[src/rtl/uart_pkg.sv]
// Shared UART definitions: scheduler FSM states and baud divisor.
// Reused by the transmitter, receiver and tx scheduler.
package uart_pkg;

  typedef enum logic [1:0] {
    IDLE      = 2'd0,
    LAUNCH    = 2'd1,
    WAIT_BUSY = 2'd2,
    WAIT_DONE = 2'd3
  } tx_state_t;

  function automatic int baud_div(input int baud, input int freq);
    return freq / baud;
  endfunction

endpackage

[src/rtl/baud_gen.sv]
// Free-running baud tick: counts 0..DIV-1, one-cycle tick at DIV-1.
// Runs regardless of scheduler state or enable.
module baud_gen
  import uart_pkg::*;
#(
  parameter int baudRate = 9600,
  parameter int freq_Sys = 125000000
) (
  input  logic clk,
  input  logic rst_n,
  output logic tick
);

  localparam int DIV = baud_div(baudRate, freq_Sys);
  localparam int CW  = (DIV > 1) ? $clog2(DIV) : 1;
  localparam logic [CW-1:0] LAST = CW'(DIV - 1);

  logic [CW-1:0] cnt;

  always_ff @(posedge clk or negedge rst_n) begin
    if (!rst_n) begin
      cnt <= '0;
    end else if (cnt == LAST) begin
      cnt <= '0;
    end else begin
      cnt <= cnt + CW'(1);
    end
  end

  assign tick = (cnt == LAST);

endmodule

[src/rtl/uart_tx_scheduler.sv]
// Round-robin byte scheduler in front of a UART transmitter.
// One byte in flight; grant pointer resumes after the last winner.
module uart_tx_scheduler
  import uart_pkg::*;
#(
  parameter int NUM_REQ  = 4,
  parameter int baudRate = 9600,
  parameter int freq_Sys = 125000000
) (
  input  logic                       clk,
  input  logic                       rst_n,
  input  logic                       enable,
  input  logic [NUM_REQ-1:0]         req_valid,
  input  logic [8*NUM_REQ-1:0]       req_data,
  output logic [NUM_REQ-1:0]         req_ready,
  output logic                       tx_en,
  output logic                       tx_send,
  output logic [7:0]                 tx_byte,
  input  logic                       tx_busy,
  output logic [$clog2(NUM_REQ)-1:0] grant_id,
  output logic                       active
);

  localparam int GW = $clog2(NUM_REQ);
  localparam logic [GW-1:0] LAST_ID = GW'(NUM_REQ - 1);

  tx_state_t     state;
  tx_state_t     state_nxt;
  logic          grant;
  logic          found;
  logic [GW-1:0] win;
  logic [GW-1:0] cand;
  int            idx;

  baud_gen #(
    .baudRate (baudRate),
    .freq_Sys (freq_Sys)
  ) u_baud (
    .clk   (clk),
    .rst_n (rst_n),
    .tick  (tx_en)
  );

  // First pending requester after the last winner, wrapping.
  always_comb begin
    found = 1'b0;
    win   = grant_id;
    cand  = grant_id;
    idx   = 0;
    for (int k = 1; k <= NUM_REQ; k++) begin
      idx = int'(grant_id) + k;
      if (idx >= NUM_REQ) idx = idx - NUM_REQ;
      cand = GW'(idx);
      if (!found && req_valid[cand]) begin
        found = 1'b1;
        win   = cand;
      end
    end
  end

  always_comb begin
    state_nxt = state;
    grant     = 1'b0;
    unique case (state)
      IDLE: begin
        if (enable && found && !tx_busy) begin
          grant     = 1'b1;
          state_nxt = LAUNCH;
        end
      end
      LAUNCH:    state_nxt = WAIT_BUSY;
      WAIT_BUSY: if (tx_busy) state_nxt = WAIT_DONE;
      WAIT_DONE: if (!tx_busy) state_nxt = IDLE;
      default:   state_nxt = IDLE;
    endcase
  end

  always_ff @(posedge clk or negedge rst_n) begin
    if (!rst_n) state <= IDLE;
    else        state <= state_nxt;
  end

  always_ff @(posedge clk or negedge rst_n) begin
    if (!rst_n) begin
      req_ready <= '0;
      tx_byte   <= '0;
      grant_id  <= LAST_ID;
    end else begin
      req_ready <= '0;
      if (grant) begin
        req_ready[win] <= 1'b1;
        tx_byte        <= req_data[{win, 3'b000} +: 8];
        grant_id       <= win;
      end
    end
  end

  assign tx_send = (state == LAUNCH) || (state == WAIT_BUSY);
  assign active  = (state != IDLE);

endmodule

[config.mk]
export PLATFORM = sky130hd
export DESIGN_NAME = uart_tx_scheduler
export DESIGN_NICKNAME = d
export VERILOG_FILES = /design/src/rtl/uart_pkg.sv /design/src/rtl/baud_gen.sv /design/src/rtl/uart_tx_scheduler.sv
export SDC_FILE = /design/constraint.sdc
export NUM_CORES = 1
export LEC_CHECK = 0
export ABC_CLOCK_PERIOD_IN_PS = 2220
export BUFFER_PORTS_ARGS = -buffer_cell sky130_fd_sc_hd__buf_2
export CAP_MARGIN = 20
export CORE_UTILIZATION = 54
export CTS_CLUSTER_DIAMETER = 50
export DETAILED_ROUTE_END_ITERATION = 10
export PLACE_DENSITY = 0.89
export SETUP_SLACK_MARGIN = 0.3
export SLEW_MARGIN = 10
export SYNTH_ARGS = -nofsm -noshare
export SYNTH_HDL_FRONTEND = slang
export SYNTH_HIERARCHICAL = 1
export SYNTH_SLANG_ARGS = --single-unit
[constraint.sdc]
create_clock -name clk -period 2.22 [get_ports clk]
set_input_delay 0.222 -clock clk [delete_from_list [all_inputs] [get_ports clk]]
set_output_delay 0.222 -clock clk [all_outputs]
set_load 0.02 [all_outputs]
==> metrics.txt, run 1 <==
CTS sink count 30; critical path type flop to flop; status finished with violations; vias in the first global route 1412; Synth Area in XOR/XNOR 3.635%; worst-path cell chain nand4_1 -> or4_1 -> o2111a_1; WL final 3763 um; combinational family with the most area after synthesis simple AND/OR/NAND/NOR gates; GR Util All Layers 24.09%; routed len/inst 14.76 um; slowest library cell on the worst path or4_1; Worst Path Required 2430 ps; worst skew pair latency 320 ps; Synth Area in Adders 4.451%; Starting DRT DRC Count 62; Seq/Total Area, Yosys 44.66%; port bufs 56; Max VDD drop 0.7118 mV; relative slew slack 57.20%; Die Height 57.89 um; total CTS buffers 5; Least-Margin Pin Slew 642.1 ps; Synth area leader dfrtp_1; number of flops mapped to enable cells by yosys 0; Initial Util 59.12%; Root Driver clkbuf_4; slowest stage delay, CP 650 ps; Pre-antenna DRT Iters 7; fin. max-slew vios 0; crit end category flop; highest routed metal layer met4; endpoints failing setup 0; vias per cell 5.965; H-tree depth 2; Switching Fraction 39.85%; area share of the largest cell type after synthesis 41.54%; final worst-path cycle share 79.44%; Antenna Nets Post-Route 0; routed wl met2 1844 um; site row count 19; Hold Crit Class input port to flop; commonest cells after routing, fill and taps aside 55 x buf_2, 27 x dfrtp_1, 18 x mux2i_1, 13 x nand2_1, 9 x inv_1; Detail Placement HPWL 2778 um; Mapped Cells 161; commonest non-fill, non-tap cell in the layout buf_2; P_leak 1.026 nW; Power per Cell Area 912.0 nW/um2; die width 57.89 um; CTS tree yes; P_int 1.131 mW; multiplexer share of the synthesized area 11.35%; # IOs 57; Post-synth top flop dfrtp_1; Gate power share 44.5%; Post-Syn Area 1687 um2; synth top area cells dfrtp_1 42%, mux2i_1 11%, ha_1 4.5%, o221ai_1 4.2%, dfstp_2 3.1%; nets 270; Max-Cap Viols 0; Clock Power Share 15.5%; post-synth cell types 39; met1 WL 1619 um; Achievable Freq 0.5671 GHz; Mapped Nets 207; Clock transition at path regs 90 ps; share of layout cells above drive strength 1 33.04%; Worst Skew 4.494 ps; largest net degree at the start of global routing 31; NetSw 0.7494 mW; maximum fanout along the worst path 13; antenna fix cells 0; Arr. time, crit path 1970 ps; final hold vios 0; Syn Area/Cell 10.48 um2; total power 1.881 mW; Seq pwr share 40.1%; Finished Core Util 72.28%; TNS Setup 0 ps; Die ar. 3351 um2; Area Growth Syn to Fin 22.26%; RSZ-0062 raised after global routing no; first-pass GRT wire length 6161 um; Final min period 1763 ps; Synth warnings 6; post-synthesis compound-gate area fraction 11.57%; startpoint types flop; final hold slack 216.5 ps; residual DRC count 2; initial antenna violation count 0; Core ar. 2853 um2; GPL Wtd Cong 0.8095; maximum clock path buffer count 2; GRT overflow 0; met3 WL 198 um; violated checks DRC; via count 1521; ys async rst share 100.0%; simple-gate portion of the synthesized area 19.81%; Yosys reg bits 30
==> cells in the mapped netlist (2+ instances only) <==
cell type / number
or4_1: 4
o21ai_0: 4
nand2b_1: 2
nand3_1: 7
xnor2_1: 4
dfstp_2: 2
dfrtp_1: 28
nand4_1: 3
nor2_1: 8
and3_1: 2
nand2_1: 14
mux2i_1: 18
nand4bb_1: 3
o31ai_1: 2
nor2b_1: 2
or3_1: 3
nor3_1: 5
ha_1: 6
a21oi_1: 7
inv_1: 9
xor2_1: 3
o221ai_1: 8
==> final timing paths <==
check,startpoint,to,slack (ps),cells past startpoint
hold / removal,req_data[18],tx_byte[2],220,3
min in group asynchronous,rst_n,u_baud/cnt[3],450,2
setup / recovery,u_baud/cnt[3],u_baud/cnt[13],460,3
setup reg to reg,u_baud/cnt[3],u_baud/cnt[13],460,3
hold reg to reg,u_baud/cnt[0],u_baud/cnt[0],510,1
max in group asynchronous,rst_n,u_baud/cnt[0],1320,2
==> power groups by stage <==
| stage | sequential [mW] | clock, mW | combinational, mW |
|---|---|---|---|
| 2_1_floorplan | 0.855 | 0 | 0.519 |
| 3_3_place_gp | 0.754 | 0 | 0.802 |
| 3_5_place_dp | 0.756 | 0 | 0.832 |
| 4_1_cts | 0.750 | 0.302 | 0.831 |
| 5_1_grt | 0.767 | 0.325 | 0.917 |
| 6_report | 0.753 | 0.291 | 0.836 |
==> stage by stage <==
stage          cell area, um2  instances  setup WS, ps
2_1_floorplan            1687        161         595.5
3_3_place_gp             1978        245         511.1
3_5_place_dp             1978        245         364.7
4_1_cts                  2033        253         324.0
5_1_grt                  2062        255         321.5
6_report                 2062        255         456.5
==> what timing repair did <==
item                                   in CTS  in global routing
endpoints found under the hold margin      28                  0
gates resized for setup                     0                  5
hold buffers                                1                  0
buffers inserted                            0                  2
setup endpoints to repair                   0                 13
==> worst max-delay path, delay by kind of cell (launching register included) <==
| kind | cells | cell delay, ps |
|---|---|---|
| AO/OA/AOI/OAI | 1 | 160 |
| flip-flops | 1 | 440 |
| AND/OR/NAND/NOR | 2 | 1050 |
==> cells by family (layout without fill, tap and decap cells) <==
kind of cell	Yosys count	after routing
compound gates	27	27
xor+xnor	7	7
fa+ha+maj	6	6
buf+inv	14	77
flops	30	30
mux	19	19
simple gates	58	58
==> registers in the layout, indices dropped and copies added (netlist names) <==
register,flops
tx_byte,8
state,2
u_baud/cnt,14
req_ready,4
grant_id,2
==> per-layer routing <==
metal	track usage, %	vias up
li1	-	716
met1	31.56	738
met2	36.78	56
met3	6.250	11
met4	12.93	0
met5	0	-
==> cell type report <==
cell class | count | area [um2]
tap | 31 | 38.79
sequential | 30 | 754.5
multi-input combinational | 117 | 867.1
inverter | 9 | 33.78
clock buffer | 7 | 45.04
timing repair buffer | 61 | 322.8
fill | 219 | 790.8
Power figures use the tool's default switching activity.
==> run 2: changes to the inputs <==
Settings changed: ABC_CLOCK_PERIOD_IN_PS 2220 to 1800, CORE_UTILIZATION 54 to 50, PLACE_DENSITY 0.89 to 0.83.
Clock period 2.22 ns to 1.8 ns, I/O delays scaled along.
==> run 2 against run 1 <==
Compared with the run above: the run now ends clean; utilization is 4.9 points higher; first-iteration DRC count is 50% higher; sequential power is 23% higher; largest power group unchanged; largest cell class unchanged; clock power is 83% higher; setup slack worse by 330 ps; non-clock buffer count is 21 higher; highest routed layer unchanged; combinational power is 59% higher; sequential share of layout area is 5.3 points lower; count of clock-buffer cells in the layout stayed put; critical path type is now flop to primary output; power is 48% higher.
==> metrics.txt, run 2 (same netlist as run 1, synthesis figures left out) <==
status complete, no violations; Hold Crit Class input port to flop; first-pass GRT wire length 6637 um (+7.7%); final setup margin 129.0 ps (-327.5 ps); # IOs 57 (unchanged); Max-Cap Viols 0 (unchanged); placed cell area 2062 um2 (+4.2%); Pre-antenna DRT Iters 4 (-3); share of layout cells above drive strength 1 45.75% (+13 points); P_leak 1.171 nW (+14%); Worst Skew 7.134 ps (+2.640 ps); Worst Path Required 1620 ps (-810 ps); final instance area 2415 um2 (+17%); antenna fix cells 0 (unchanged); port bufs 56 (unchanged); final hold vios 0 (unchanged); Starting DRT DRC Count 93 (+50%); fin. max-slew vios 0 (unchanged); Arr. time, crit path 1490 ps (-480 ps); Gate power share 47.8% (+3.3 points); largest net degree at the start of global routing 31 (unchanged); final worst-path cycle share 92.83%; Power per Cell Area 1156 nW/um2 (+27%); Least-Margin Pin Slew 655.1 ps (+13.01 ps); GRT overflow 0 (unchanged); commonest cells after routing, fill and taps aside 53 x buf_2, 27 x dfrtp_1, 22 x buf_4, 17 x mux2i_1, 13 x nand2_1; NetSw 1.058 mW (+41%); Area Growth Syn to Fin 43.18%; critical path type flop to primary output; Initial Util 53.92% (-5.2 points); routed len/inst 15.89 um (+7.7%); max FFs per register 14 (unchanged); Clock Power Share 19.1% (+3.6 points); die width 60.08 um (+3.8%); Detail Placement HPWL 2793 um (+0.54%); Biggest register u_baud/cnt; WL final 4625 um (+23%); filler instances 190 (-13%); TNS Setup 0 ps (unchanged); worst skew pair latency 330 ps (about the same); Switching Fraction 37.92% (-1.9 points); Seq pwr share 33.2% (-6.9 points); Placement Setup Slack 118.7 ps (-246.0 ps); startpoint types flop; Finished Core Util 77.20% (+4.9 points); initial antenna violation count 0 (unchanged); Max VDD drop 0.9333 mV (+31%); GR Util All Layers 25.95% (+1.9 points); Largest regs u_baud/cnt (14), tx_byte (8), req_ready (4); endpoints failing setup 0 (unchanged); relative slew slack 56.33% (-0.87 points); Achievable Freq 0.5985 GHz; CTS sink count 30 (unchanged); residual DRC count 0 (-2); site row count 20 (+1); Final min period 1671 ps; maximum fanout along the worst path 4 (-9); RSZ-0062 raised after global routing yes; Clock transition at path regs 100 ps (about the same); Die ar. 3610 um2 (+7.7%); vias in the first global route 1558 (+10%); CTS tree yes; vias per cell 5.546 (-7.0%); via count 1614 (+6.1%); maximum clock path buffer count 2 (unchanged); nets 292 (+8.1%); P_int 1.733 mW (+53%); final hold slack 159.6 ps (-56.91 ps); Antenna Nets Post-Route 0 (unchanged); total CTS buffers 5 (unchanged); Core ar. 3128 um2 (+9.6%); commonest non-fill, non-tap cell in the layout buf_2; Die Height 60.08 um (+3.8%); GPL Wtd Cong 0.7959 (-1.7%); crit end category primary output; H-tree depth 2 (unchanged); Root Driver clkbuf_4
## run 2: metrics by stage
stage,std cells,power (mW)
6_report,291,2.791
5_1_grt,291,2.940
4_1_cts,285,2.597
3_5_place_dp,264,2.013
3_3_place_gp,264,1.988
2_1_floorplan,161,1.710
## run 2: timing repair
action	CTS	global route
gates resized for setup	14	17
hold buffers	1	0
endpoints found under the hold margin	28	0
buffers inserted	12	5
setup endpoints to repair	15	19
gates cloned	0	1
pin swaps	4	6
## run 2: critical path: stages, from the launching register on
cell and delay (ps):
dfrtp_1 370, ha_2 240, nand4bb_1 180, nor4_4 200
buf_4 190
## run 2: layer usage
layer / share of wire, % / wire [um] / track usage [%]
met5: 0 / 0 / 0
met4: 2.2 / 101 / 13.29
met3: 4.3 / 197 / 7.143
met2: 52 / 2402 / 44.44
met1: 42 / 1924 / 29.38
## run 2: final cells by class
cell class	instances	area (um2)	area share, %
clock inverter	1	30.03	1.244
sequential	30	754.5	31.24
timing repair buffer	82	516.7	21.40
tap	44	55.05	2.280
clock buffer	7	45.04	1.865
inverter	9	33.78	1.399
multi-input combinational	118	979.7	40.57
## run 2: final timing paths
path                                from              to  slack [ps]  cells after the start
max                        u_baud/cnt[0]           tx_en         130                      4
min                          req_data[1]      tx_byte[1]         160                      3
max reg2reg                u_baud/cnt[5]  u_baud/cnt[13]         130                      4
min reg2reg                   tx_byte[6]      tx_byte[6]         500                      2
max in group asynchronous          rst_n   u_baud/cnt[4]         940                      2
min in group asynchronous          rst_n  u_baud/cnt[12]         400                      2
## run 2: power by group through the flow
stage,logic [mW],clock network (mW),registers (mW)
after floorplan,0.653,0,1.06
after global placement,1.06,0,0.930
after detailed placement,1.08,0,0.931
after CTS,1.15,0.532,0.916
after global routing,1.43,0.570,0.941
final,1.33,0.532,0.926
==> run 3: changes to the inputs <==
Settings changed: ABC_CLOCK_PERIOD_IN_PS 1800 to 2100, CORE_UTILIZATION 50 to 54, PLACE_DENSITY 0.83 to 0.89, SETUP_SLACK_MARGIN 0.3 to not set.
Clock period 1.8 ns to 2.1 ns, I/O delays scaled along.
==> run 3 against run 2 <==
Compared with the run above: wire length decreased by 21%; the flow now finishes with violations (DRC); final cell count decreased by 12%; critical path depth is 2 higher; worst hold slack better by 54 ps; largest power group unchanged; highest routed layer unchanged; utilization down 5.5 points; clock skew is essentially flat.
==> metrics.txt, run 3 (same netlist as run 1, synthesis figures left out) <==
status finished with violations; violated checks DRC; hold_buf cts 1 (unchanged); slowest library cell on the worst path nor3_1; max FFs per register 14 (unchanged); Top delay family on crit path simple AND/OR/NAND/NOR gates; Max VDD drop 0.5894 mV (-37%); Hold Crit Class input port to flop; Die Height 57.89 um (-3.7%); CTS sink count 30 (unchanged); port bufs 56 (unchanged); Final Instance Count excl. Fillers 255 (-12%); Largest regs u_baud/cnt (14), tx_byte (8), req_ready (4); total CTS buffers 5 (unchanged); P_leak 1.018 nW (-13%); nets 269 (-7.9%); Starting DRT DRC Count 44 (-53%); final hold vios 0 (unchanged); antenna fix cells 0 (unchanged); Placed Cells 246 (-6.8%); Antenna Nets Post-Route 0 (unchanged); Achievable Freq 0.5172 GHz; site row count 19 (-5.0%); Setup Fix Bufs, Post-CTS 0 (-12); Biggest register u_baud/cnt; Arr. time, crit path 2150 ps (+660 ps); share of layout cells above drive strength 1 30.80% (-15 points); WL final 3659 um (-21%); GPL Wtd Cong 0.8037 (+0.98%); final setup margin 166.7 ps (+37.65 ps); Detail Placement HPWL 2733 um (-2.1%); # IOs 57 (unchanged); startpoint types flop; slowest stage delay, CP 430 ps (+60 ps); maximum clock path buffer count 2 (unchanged); Least-Margin Pin Slew 632.8 ps (-22.26 ps); residual DRC count 2 (+2); worst path buffer plus inverter count 2 (+1); Core ar. 2853 um2 (-8.8%); endpoints failing setup 0 (unchanged); Placement Setup Slack 281.4 ps (+162.7 ps); fin. max-slew vios 0 (unchanged); critical path type flop to flop; commonest non-fill, non-tap cell in the layout buf_2; total power 1.996 mW (-28%); Worst Path Required 2320 ps (+700 ps); Area Growth Syn to Fin 21.22%; Post-CTS Resized 0 (-14); worst skew pair latency 320 ps (about the same); Pre-antenna DRT Iters 7 (+3); Final min period 1933 ps; commonest cells after routing, fill and taps aside 56 x buf_2, 28 x dfrtp_1, 18 x mux2i_1, 14 x nand2_1, 9 x inv_1; first-pass GRT wire length 5865 um (-12%); CTS tree yes; relative slew slack 57.81% (+1.5 points); vias in the first global route 1400 (-10%); initial antenna violation count 0 (unchanged); routed len/inst 14.35 um (-9.7%); most used cell, CP inv_1; RSZ-0062 raised after global routing no; Initial Util 59.12% (+5.2 points); GRT overflow 0 (unchanged); via count 1480 (-8.3%); H-tree depth 2 (unchanged); crit end category flop; largest net degree at the start of global routing 31 (unchanged); Root Driver clkbuf_4; die width 57.89 um (-3.7%); Power per Cell Area 976.3 nW/um2 (-16%); maximum fanout along the worst path 11 (+7); vias per cell 5.804 (+4.6%); Worst Skew 7.350 ps (+0.2160 ps); final worst-path cycle share 92.06%; Max-Cap Viols 0 (unchanged); GR Util All Layers 22.94% (-3.0 points); TNS Setup 0 ps (unchanged); Clock transition at path regs 90 ps (about the same); Die ar. 3351 um2 (-7.2%); worst-path cell chain inv_1 -> ha_1 -> inv_1 -> nor3_1 -> nand2b_1 -> o221ai_1; R2R Setup Slk 170 ps (+40 ps)
run 3: changes by cell type in the layout (fill, tap and decap cells not counted), sizes merged:
cell    change
bufinv      -1
nand2b      -1
buf        -22
clkbuf      +1
run 3: layer usage:
metal	part of all wire, %	global-route usage [%]	up-vias	routed length, um
met2	50	38.75	45	1842
met1	43	27.58	708	1574
met5	0	0	-	0
met4	1.3	8.844	0	48
li1	-	-	720	-
met3	5.3	6.920	7	193
run 3: worst paths after layout:
kind                                   from            end  cells past startpoint
worst max-delay path               state[0]     tx_byte[2]                      6
worst min register to register   tx_byte[6]     tx_byte[6]                      2
worst min-delay path            req_data[4]     tx_byte[4]                      3
max in group asynchronous             rst_n     tx_byte[0]                      2
min in group asynchronous             rst_n  u_baud/cnt[3]                      2
worst max register to register     state[0]     tx_byte[2]                      6
run 3: power breakdown:
| part | total (mW) | internal (mW) | switching (mW) |
|---|---|---|---|
| sequential | 0.794 | 0.706 | 0.0883 |
| combinational | 0.880 | 0.363 | 0.517 |
| clock | 0.322 | 0.133 | 0.189 |
run 3: tightest hold or removal path, delay by kind of cell:
kind            cells  cell delay, ps
compound gates      1             150
buf+inv             1              70
mux                 1              60
run 3: area by class of cell:
class                      count  area, um2
timing repair buffer          60      312.8
inverter                       9      33.78
sequential                    30      753.2
clock buffer                   8      48.80
multi-input combinational    117      857.1
tap                           31      38.79
fill                         232      808.3
run 3: per-stage QoR:
stage,util [%],area (um2),hold slack (ps)
final,71.67,2044,213.4
after detailed placement,69.61,1986,273.1
after floorplan,-,1687,-85.59
after CTS,71.67,2044,206.5
after global routing,71.67,2044,198.3
after global placement,69.61,1986,263.3
